--- src/rtl/core_pkg.sv ---
// Shared core definitions: machine word width and the skid-buffer state encoding,
// visible to hazard/stall logic that inspects buffer occupancy.
package core_pkg;

  localparam int unsigned XLEN = 32;

  typedef enum logic [1:0] {
    EMPTY = 2'd0,
    BUSY  = 2'd1,
    FULL  = 2'd2
  } skid_state_t;

  // Words held for a given state; the unused encoding reports zero.
  function automatic logic [1:0] occupancy_of(input skid_state_t s);
    case (s)
      BUSY:    occupancy_of = 2'd1;
      FULL:    occupancy_of = 2'd2;
      default: occupancy_of = 2'd0;
    endcase
  endfunction

endpackage

--- src/rtl/stall_skid_buffer.sv ---
// Two-entry valid/ready skid buffer. in_ready is registered so a downstream stall
// never reaches the upstream stage combinationally; one extra word is absorbed in skid.
module stall_skid_buffer
  import core_pkg::*;
#(
  parameter int unsigned WIDTH = XLEN
) (
  input  logic             clock,
  input  logic             reset,
  input  logic             flush,
  input  logic             in_valid,
  output logic             in_ready,
  input  logic [WIDTH-1:0] in_data,
  output logic             out_valid,
  input  logic             out_ready,
  output logic [WIDTH-1:0] out_data,
  output logic [1:0]       occupancy
);

  skid_state_t      state_q, state_d;
  logic [WIDTH-1:0] head_q, head_d;
  logic [WIDTH-1:0] skid_q, skid_d;
  logic             in_ready_q;
  logic             out_valid_q;
  logic [1:0]       occ_q;

  logic in_fire;
  logic out_fire;

  assign in_fire  = in_valid && in_ready_q;
  assign out_fire = out_valid_q && out_ready;

  // NOTE: every always_comb output gets a default first, so no path can infer a latch.
  always_comb begin
    state_d = state_q;
    head_d  = head_q;
    skid_d  = skid_q;

    case (state_q)
      EMPTY: begin
        if (in_fire) begin
          head_d  = in_data;
          state_d = BUSY;
        end
      end
      BUSY: begin
        case ({in_fire, out_fire})
          2'b11: head_d = in_data;
          2'b10: begin
            skid_d  = in_data;
            state_d = FULL;
          end
          2'b01:   state_d = EMPTY;
          default: state_d = BUSY;
        endcase
      end
      FULL: begin
        // in_ready is low here, so only the drain path exists.
        if (out_fire) begin
          head_d  = skid_q;
          state_d = BUSY;
        end
      end
      default: state_d = EMPTY;
    endcase

    // A redirect drops everything; data registers keep their contents since
    // out_valid is low afterwards and nothing can expose them.
    if (flush) begin
      state_d = EMPTY;
      head_d  = head_q;
      skid_d  = skid_q;
    end
  end

  // NOTE: sequential state uses non-blocking assignments only, so every register
  // samples pre-edge values regardless of statement order.
  // NOTE: head/skid are reset as well, because out_data is observable at reset and
  // must read as zero rather than an unknown value.
  always_ff @(posedge clock or negedge reset) begin
    if (!reset) begin
      state_q     <= EMPTY;
      head_q      <= '0;
      skid_q      <= '0;
      in_ready_q  <= 1'b0;
      out_valid_q <= 1'b0;
      occ_q       <= 2'd0;
    end else begin
      state_q     <= state_d;
      head_q      <= head_d;
      skid_q      <= skid_d;
      in_ready_q  <= (state_d != FULL);
      out_valid_q <= (state_d != EMPTY);
      occ_q       <= occupancy_of(state_d);
    end
  end

  assign in_ready  = in_ready_q;
  assign out_valid = out_valid_q;
  assign out_data  = head_q;
  assign occupancy = occ_q;

endmodule

--- config.mk ---
export PLATFORM = sky130hd
export DESIGN_NAME = stall_skid_buffer
export DESIGN_NICKNAME = d
export VERILOG_FILES = /design/src/rtl/core_pkg.sv /design/src/rtl/stall_skid_buffer.sv
export SDC_FILE = /design/constraint.sdc
export NUM_CORES = 1
export LEC_CHECK = 0
export CAP_MARGIN = 20
export CORE_UTILIZATION = 40
export CTS_BUF_LIST = sky130_fd_sc_hd__clkbuf_4 sky130_fd_sc_hd__clkbuf_8
export DETAILED_ROUTE_END_ITERATION = 16
export DONT_BUFFER_PORTS = 1
export GPL_ROUTABILITY_DRIVEN = 0
export PLACE_DENSITY = 0.59
export SYNTH_ARGS = -nofsm -noshare
export SYNTH_HDL_FRONTEND = slang
export SYNTH_SLANG_ARGS = --single-unit
--- constraint.sdc ---
create_clock -name clock -period 1.83 [get_ports clock]
set_clock_uncertainty 0.05 [all_clocks]
set_input_delay 0.366 -clock clock [delete_from_list [all_inputs] [get_ports clock]]
set_output_delay 0.366 -clock clock [all_outputs]
set_load 0.005 [all_outputs]
* After elaboration in Yosys (flattened, before gate mapping)
Index checks and enable logic that the tools add are counted.
** Storage, ports and cells
- Output and inout bits :: 36
- Logic and storage cells :: 35
- Register bits :: 70
- Input bits :: 37
** Cells by class
- Mux-type cells :: 10
- Bitwise gates (word level) :: 1
- Reduce and logical (&&, ||, !) cells :: 7
- Eq/ne operators :: 11
** Operator list (count)
- $mux W32 :: 3
- $pmux W32 S3 :: 1
- $pmux W2 S3 :: 2
- $eq A2 B2 Y1 const B :: 4
- $eq A2 B1 Y1 const B :: 3
- $mux W2 :: 3
- $ne A2 B2 Y1 const B :: 3
- $reduce_and A5 Y1 :: 1
- $pmux W2 S2 :: 1
- $reduce_and A3 Y1 :: 1
- $reduce_bool A3 Y1 :: 1
- $logic_and A1 B1 Y1 :: 2
- $logic_not A2 Y1 :: 1
- $ne A2 B1 Y1 const B :: 1
- $reduce_bool A2 Y1 :: 1
- $not A1 Y1 :: 1

* Longest topological paths before layout
Gate-level depths: netlist (run 1).
- Depth after elaboration :: 7
- Gate-level depth with buffers :: 6
- Depth with buffers taken out :: 6

* Worst setup path after synthesis (run 1)
OpenSTA, ideal clock, no wires.
- Kind :: reg2reg
- Start point :: reg in_ready_q, in the netlist in_ready
- End point :: reg skid_q[25]
- Buffers on the path :: 2
- Required time :: 1.653 ns
- Setup slack :: 0.193 ns
- Arrival :: 1.460 ns
- Setup time :: 0.127 ns
- Stages on the path, launching flop included :: 7
- Period minus slack after synthesis :: 1.637 ns
- Cell sequence :: dfrtp_1 and2_1 ha_1 and3b_1 buf_2 buf_6 mux2_1
** On the way
- Word-level cells in the longest chain between the ends :: 3
** RTL lines
- start, declared :: line stall_skid_buffer.sv:23 : logic in_ready_q;
- start signal, assigned :: line stall_skid_buffer.sv:92 : in_ready_q <= (state_d != FULL);
- $logic_and A1 B1 Y1 :: line stall_skid_buffer.sv:30 : assign in_fire = in_valid && in_ready_q;
- $eq A2 B2 Y1 :: line stall_skid_buffer.sv:47 : case ({in_fire, out_fire})
- $reduce_and A3 Y1 (no source line)
- end signal, assigned :: line stall_skid_buffer.sv:91 : skid_q <= skid_d;
- end, declared :: line stall_skid_buffer.sv:22 : logic [WIDTH-1:0] skid_q, skid_d;
No other way between the ends.
A chain may end at the register's enable or synchronous reset.

* Worst setup path after layout (run 1)
- Start point :: reg in_ready_q, in the netlist in_ready
- End point :: reg skid_q[0]
The elaborated chain is that of the path after synthesis.

==> results.md, run 1 <==
* Register area at 1752 um2
* Slowest cell on crit path: dfrtp_1
* Cell taking the most area after synthesis: dfrtp_1
* Cell internal power dissipation at 3.723 mW
* Finished Cell Area at 3612 um2
* Ratio of final minimum period to clock period at 93.57%
* Arrival time worst endpoint at 1880 ps
* Number of search-and-repair iterations in the first detailed-routing pass at 3
* Total I/O pin count at 73
* Post-detailed-route via-to-cell ratio at 5.125
* Number of setup violations in the final report at 0
* Instance count of the mapped netlist at 208
* Ratio of cells with drive above 1 in the final layout at 42.47%
* # H-tree levels at 3
* Tightest slew margin relative to the limit at 83.58%
* Number of antenna violations at the first check in global routing at 0
* Count of routing violations after the opening detailed-route iteration at 48
* Root buf cell: clkbuf_8
* First-pass GRT wire length at 9170 um
* Number of core rows at 32
* Final ANT Viol Nets at 0
* Share of total power in combinational logic at 18.1%
* Via count at 1645
* Total Wirelength at 5538 um
* Synth Area in Adders at 0.3831%
* Startpoint types: flop
* Type of the tightest min-delay check: in -> async
* Number of enable-type register cells in the synthesized netlist at 0
* RSZ-0062 raised after global routing: false
* Clk pin slew, worst setup/hold paths at 80 ps
* Fraction of synthesized area in multiplexers at 36.55%
* Logic depth of the worst setup path including buffers at 5
* Pre-CTS setup slack at 102.3 ps
* Vias in the first global route at 1782
* Average wire per cell in the routed design at 17.25 um
* Final hold slack at -336.4 ps
* Nets at 252
* List of most frequent post-synthesis cells: 70 x dfrtp_1, 36 x mux2_2, 30 x mux2_1, 30 x mux2_4, 6 x a21oi_1
* Total power divided by cell area at 1358 nW/um2
* Combinational family with the most area after synthesis: multiplexers
* Core area at 7807 um2
* Latest clock arrival within the worst-skew pair at 330 ps
* Crit Path Class: reg -> reg
* Sequential fraction of design power at 49.7%
* Critical path capture point type: flop
* Proportion of synthesized flip-flops having asynchronous set or reset at 100.0%
* Count of cells resized by post-cts repair at 0
* CTS sink cnt at 70
* Clock tree from TritonCTS: done
* Highest fanout seen on the critical path at 26
* List of cells traversed by the critical path: and2_1, ha_1, and3b_2, buf_12, mux2_2
* Post-synth net total at 246
* Number of buffers inserted by post-CTS setup repair at 0
* Leak at 1.635 nW
* CTS buffer count at 9
* Max clock buf depth at 2
* End of the worst register-to-register path: skid_q[0]
* Actual slew at the worst max-slew pin at 245.8 ps
* Most frequently used cell type in the post-synthesis netlist: dfrtp_1
* Largest net degree at the start of global routing at 71
* Synthesis-stage register bit count at 70
* Die span in y at 92.36 um
* Violations in the final reports: negative hold slack
* Critical path's largest stage delay at 430 ps
* Netlist area before placement at 3266 um2
* Worst path required time at 2000 ps
* Synth area leaders: dfrtp_1 54%, mux2_4 14%, mux2_2 12%, mux2_1 10%, buf_12 1.8%
* Compound-gate portion of the synthesized area at 2.107%
* Diode insertion count for antenna repair at 0
* Utilization after layout at 46.27%
* Sum of buffers and inverters on the critical path at 1
* Final Hold Viols at 70
* Post-route minimum period at 1712 ps
* Peak VDD IR at 0.5444 mV
* Total area of multi-input combinational cells at 1379 um2
* DR DRC count at 0
* Status: finished, violations left
* Setup crit end: skid_q[0]
* Number of distinct library cells after synthesis at 26
* Switching fraction of total power at 24.10%
* Critical Path Start: in_ready
* Share of power burned in the clock network at 32.1%
* Total half-perimeter wirelength after legalization and detailed placement at 3599 um
* Post-synthesis simple-gate area fraction at 3.142%
* Setup tns final at 0 ps
* Dominant synthesized flop cell: dfrtp_1
* R2R Path Start: in_ready
* Max Transition Viols Final at 0
* X dimension of the die at 92.36 um
* Fillcell total at 704
* Reg2Reg Setup Slack at 120 ps
* Die Footprint at 8529 um2
* GRT Residual Overflow at 0
* Xor and xnor area share after synthesis at 0%
* Max-cap violations at 0
* Area share of the largest cell type after synthesis at 53.64%
* Number of cells on the worst reg-to-reg path at 5
* Average cell area after synthesis at 15.70 um2
* Effective utilization at floorplan at 41.83%
* Number of warnings issued by yosys at 0
* Share of synthesized area occupied by flip-flops and latches at 53.64%
* Signed area change from the synthesized netlist to the final layout at 10.61%
* Gate family responsible for the most delay along the worst path: flip-flops
* Maximum clock frequency at 584.0 MHz
* Switching pwr at 1.182 mW
* Number of port buffers at 0
* Least setup slack across all paths after layout at 117.6 ps
* Placed Instance Area at 3357 um2
* GRT Util Overall at 14.22%
==> metal layers <==
| layer | GRT usage, % | wire length [um] |
|---|---|---|
| met2 | 20.19 | 2441 |
| met3 | 5.911 | 476 |
| met1 | 18.45 | 2526 |
| met4 | 7.292 | 93 |
| met5 | 0 | 0 |
==> power by group through the flow <==
stage | clock network [mW] | registers, mW | logic [mW]
after floorplan | 0 | 2.36 | 0.835
after global placement | 0 | 2.46 | 0.878
after detailed placement | 0 | 2.48 | 0.902
after CTS | 1.63 | 2.45 | 0.905
after global routing | 1.69 | 2.52 | 0.968
final | 1.58 | 2.44 | 0.889
==> cells by family (layout without fill, tap and decap cells) <==
kind of cell / Yosys count / after routing
multiplexers: 96 / 96
adder cells (fa/ha/maj): 1 / 1
flip-flops: 70 / 70
AND/OR/NAND/NOR: 18 / 18
AO/OA/AOI/OAI: 11 / 11
buffers and inverters: 12 / 23
==> sequential cells by signal, summed over array words and instances (netlist names) <==
| register | flops |
|---|---|
| skid_q | 32 |
| state_q | 2 |
| out_valid | 1 |
| out_data | 32 |
| occupancy | 2 |
| in_ready | 1 |
==> area by class of cell <==
| class | count | share of cell area [%] |
|---|---|---|
| inverters | 1 | 0.1039 |
| repair buffers | 6 | 2.632 |
| multi-input cells | 126 | 38.17 |
| clock inverters | 5 | 2.875 |
| well taps | 102 | 3.533 |
| flip-flops and latches | 70 | 48.49 |
| clock buffers | 11 | 4.191 |
==> worst min-delay path by stage <==
stage | from | to | slack (ps)
floorplan | reset | in_ready | 20
global route | reset | out_data[18] | -370
CTS | reset | out_data[18] | -360
finish | reset | out_data[18] | -340
global placement | reset | out_data[18] | 20
detailed placement | reset | out_data[18] | 20
==> worst register-to-register path, stage by stage, from the launching register on <==
cell and delay [ps]:
dfrtp_1 430, and2_1 210, ha_1 150, and3b_2 210, buf_12 200, mux2_2 360
==> layout by cell type (no fill, tap or decap), drive strengths merged <==
cell / instances
a21boi: 1
a21oi: 7
and2: 2
and3b: 1
buf: 6
bufinv: 3
clkbuf: 11
clkinv: 1
dfrtp: 70
ha: 1
inv: 2
mux2: 96
nand2: 6
nand2b: 2
nand3: 1
nand3b: 1
nand4: 1
nor2: 3
nor2b: 1
o21ai: 2
o22ai: 1
==> per-stage QoR <==
stage	std cells	total power, mW
finish	321	4.905
global route	321	5.178
CTS	321	4.987
detailed placement	305	3.378
global placement	305	3.335
floorplan	208	3.199
Power figures use the tool's default switching activity.
==> run 2: changes to the inputs <==
Settings changed: REMOVE_ABC_BUFFERS set to 1.
==> run 2 against run 1 <==
The run still ends with negative hold slack left. Count of clock-buffer cells in the layout rose by 1. Hold slack improved by 9.3 ps. Setup slack improved by 19 ps. Die area did not move. Flip-flop and latch count did not move. Sequential power barely moved. Fmax rose by 1.1%.
==> results.md, run 2 (synthesis gave the netlist of run 1 again) <==
* Utilization after layout at 45.40%
* Nets at 255
* Number of setup violations in the final report at 0
* Non-filler instance count after layout at 322
* Total Wirelength at 5593 um
* Final ANT Viol Nets at 0
* Effective utilization at floorplan at 41.83%
* Switching fraction of total power at 25.53%
* Final hold slack at -327.1 ps
* Fillcell total at 703
* Via count at 1655
* Largest net degree at the start of global routing at 71
* Setup tns final at 0 ps
* Max Transition Viols Final at 0
* X dimension of the die at 92.36 um
* Pre-CTS setup slack at 147.4 ps
* Status: finished, violations left
* Sequential fraction of design power at 55.2%
* Cell internal power dissipation at 3.289 mW
* Leak at 1.609 nW
* Die span in y at 92.36 um
* Number of buffers inserted by post-CTS setup repair at 0
* Type of the tightest min-delay check: in -> async
* DP Cell Count at 308
* Max clock buf depth at 2
* RSZ-0062 raised after global routing: false
* GRT Residual Overflow at 0
* Max-cap violations at 0
* Total half-perimeter wirelength after legalization and detailed placement at 3633 um
* Finished Cell Area at 3545 um2
* Commonest non-fill, non-tap cells in the layout: 70 x dfrtp_1, 36 x mux2_2, 30 x mux2_4, 30 x mux2_1, 10 x clkbuf_8
* Total power divided by cell area at 1246 nW/um2
* Placed Instance Area at 3379 um2
* Average wire per cell in the routed design at 17.37 um
* Startpoint types: flop
* Switching pwr at 1.128 mW
* Post-detailed-route via-to-cell ratio at 5.140
* Tightest slew margin relative to the limit at 85.36%
* Highest fanout seen on the critical path at 21
* CTS buffer count at 9
* Ratio of cells with drive above 1 in the final layout at 43.18%
* Critical path capture point type: flop
* Violations in the final reports: negative hold slack
* Vias in the first global route at 1800
* First-pass GRT wire length at 9508 um
* Arrival time worst endpoint at 1850 ps
* Root buf cell: clkbuf_8
* Final Hold Viols at 70
* Clock tree from TritonCTS: done
* Maximum clock frequency at 590.6 MHz
* Post-layout power at 4.417 mW
* Share of total power in combinational logic at 20.5%
* Core area at 7807 um2
* # H-tree levels at 3
* Latest clock arrival within the worst-skew pair at 330 ps
* Share of power burned in the clock network at 24.3%
* GRT Util Overall at 14.65%
* Clk pin slew, worst setup/hold paths at 70 ps
* CTS sink cnt at 70
* Number of core rows at 32
* Crit Path Class: reg -> reg
* Actual slew at the worst max-slew pin at 217.6 ps
* DR DRC count at 0
* Diode insertion count for antenna repair at 0
* Leading cell type in the layout, fill and taps excluded: dfrtp_1
* Number of port buffers at 0
* Count of routing violations after the opening detailed-route iteration at 52
* Least setup slack across all paths after layout at 136.7 ps
* Post-route minimum period at 1693 ps
* Peak VDD IR at 0.4889 mV
* Number of search-and-repair iterations in the first detailed-routing pass at 4
* Worst path required time at 1990 ps
* Die Footprint at 8529 um2
* Signed area change from the synthesized netlist to the final layout at 8.544%
* Number of antenna violations at the first check in global routing at 0
* Total I/O pin count at 73
* Ratio of final minimum period to clock period at 92.53%
## run 2: cell types whose count changed in the layout (fill, tap and decap cells not counted), sizes merged
cell | previous run | this run
buf | 6 | 9
bufinv | 3 | 0
clkinv | 1 | 2
clkbuf | 11 | 12
inv | 2 | 1
## run 2: power groups by stage
stage,logic (mW),clock network (mW),registers [mW]
floorplan,0.785,0,2.36
global placement,0.890,0,2.46
detailed placement,0.911,0,2.47
CTS,0.919,1.13,2.45
global route,0.987,1.20,2.52
finish,0.904,1.08,2.44
## run 2: worst paths after layout
kind	to	slack, ps	depth (start not counted)	from
max in group asynchronous	skid_q[28]	1940	0	reset
min in group clock	out_valid	40	1	flush
worst max-delay path	skid_q[2]	140	5	out_valid
worst min-delay path	occupancy[0]	-330	0	reset
worst max register to register	skid_q[2]	140	5	out_valid
worst min register to register	skid_q[19]	430	1	skid_q[19]
## run 2: worst max-delay path, stage by stage (launching register included)
cell and delay, ps:
dfrtp_1 410, nand2_1 130, ha_1 160, and3b_2 270, buf_12 190, mux2_1 340
## run 2: repair_timing
action | 4_1_cts | 5_1_grt
setup endpoints to repair | 0 | 1
gates resized for setup | 0 | 1
endpoints found under the hold margin | 70 | 70
## run 2: layout make-up
type                    instances  area (um2)  area share (%)
well taps                     102       127.6           3.600
flip-flops and latches         70        1752           49.42
repair buffers                  9       117.6           3.318
clock inverters                 2       10.01          0.2824
multi-input cells             126        1381           38.97
inverters                       1       3.754          0.1059
clock buffers                  12       152.6           4.306
## run 2: routing by layer
layer	vias to the layer above	routed length, um	global-route usage (%)
met2	50	2531	21.36
met5	-	0	0
li1	760	-	-
met4	0	68	4.688
met3	6	442	6.158
met1	839	2551	19.66
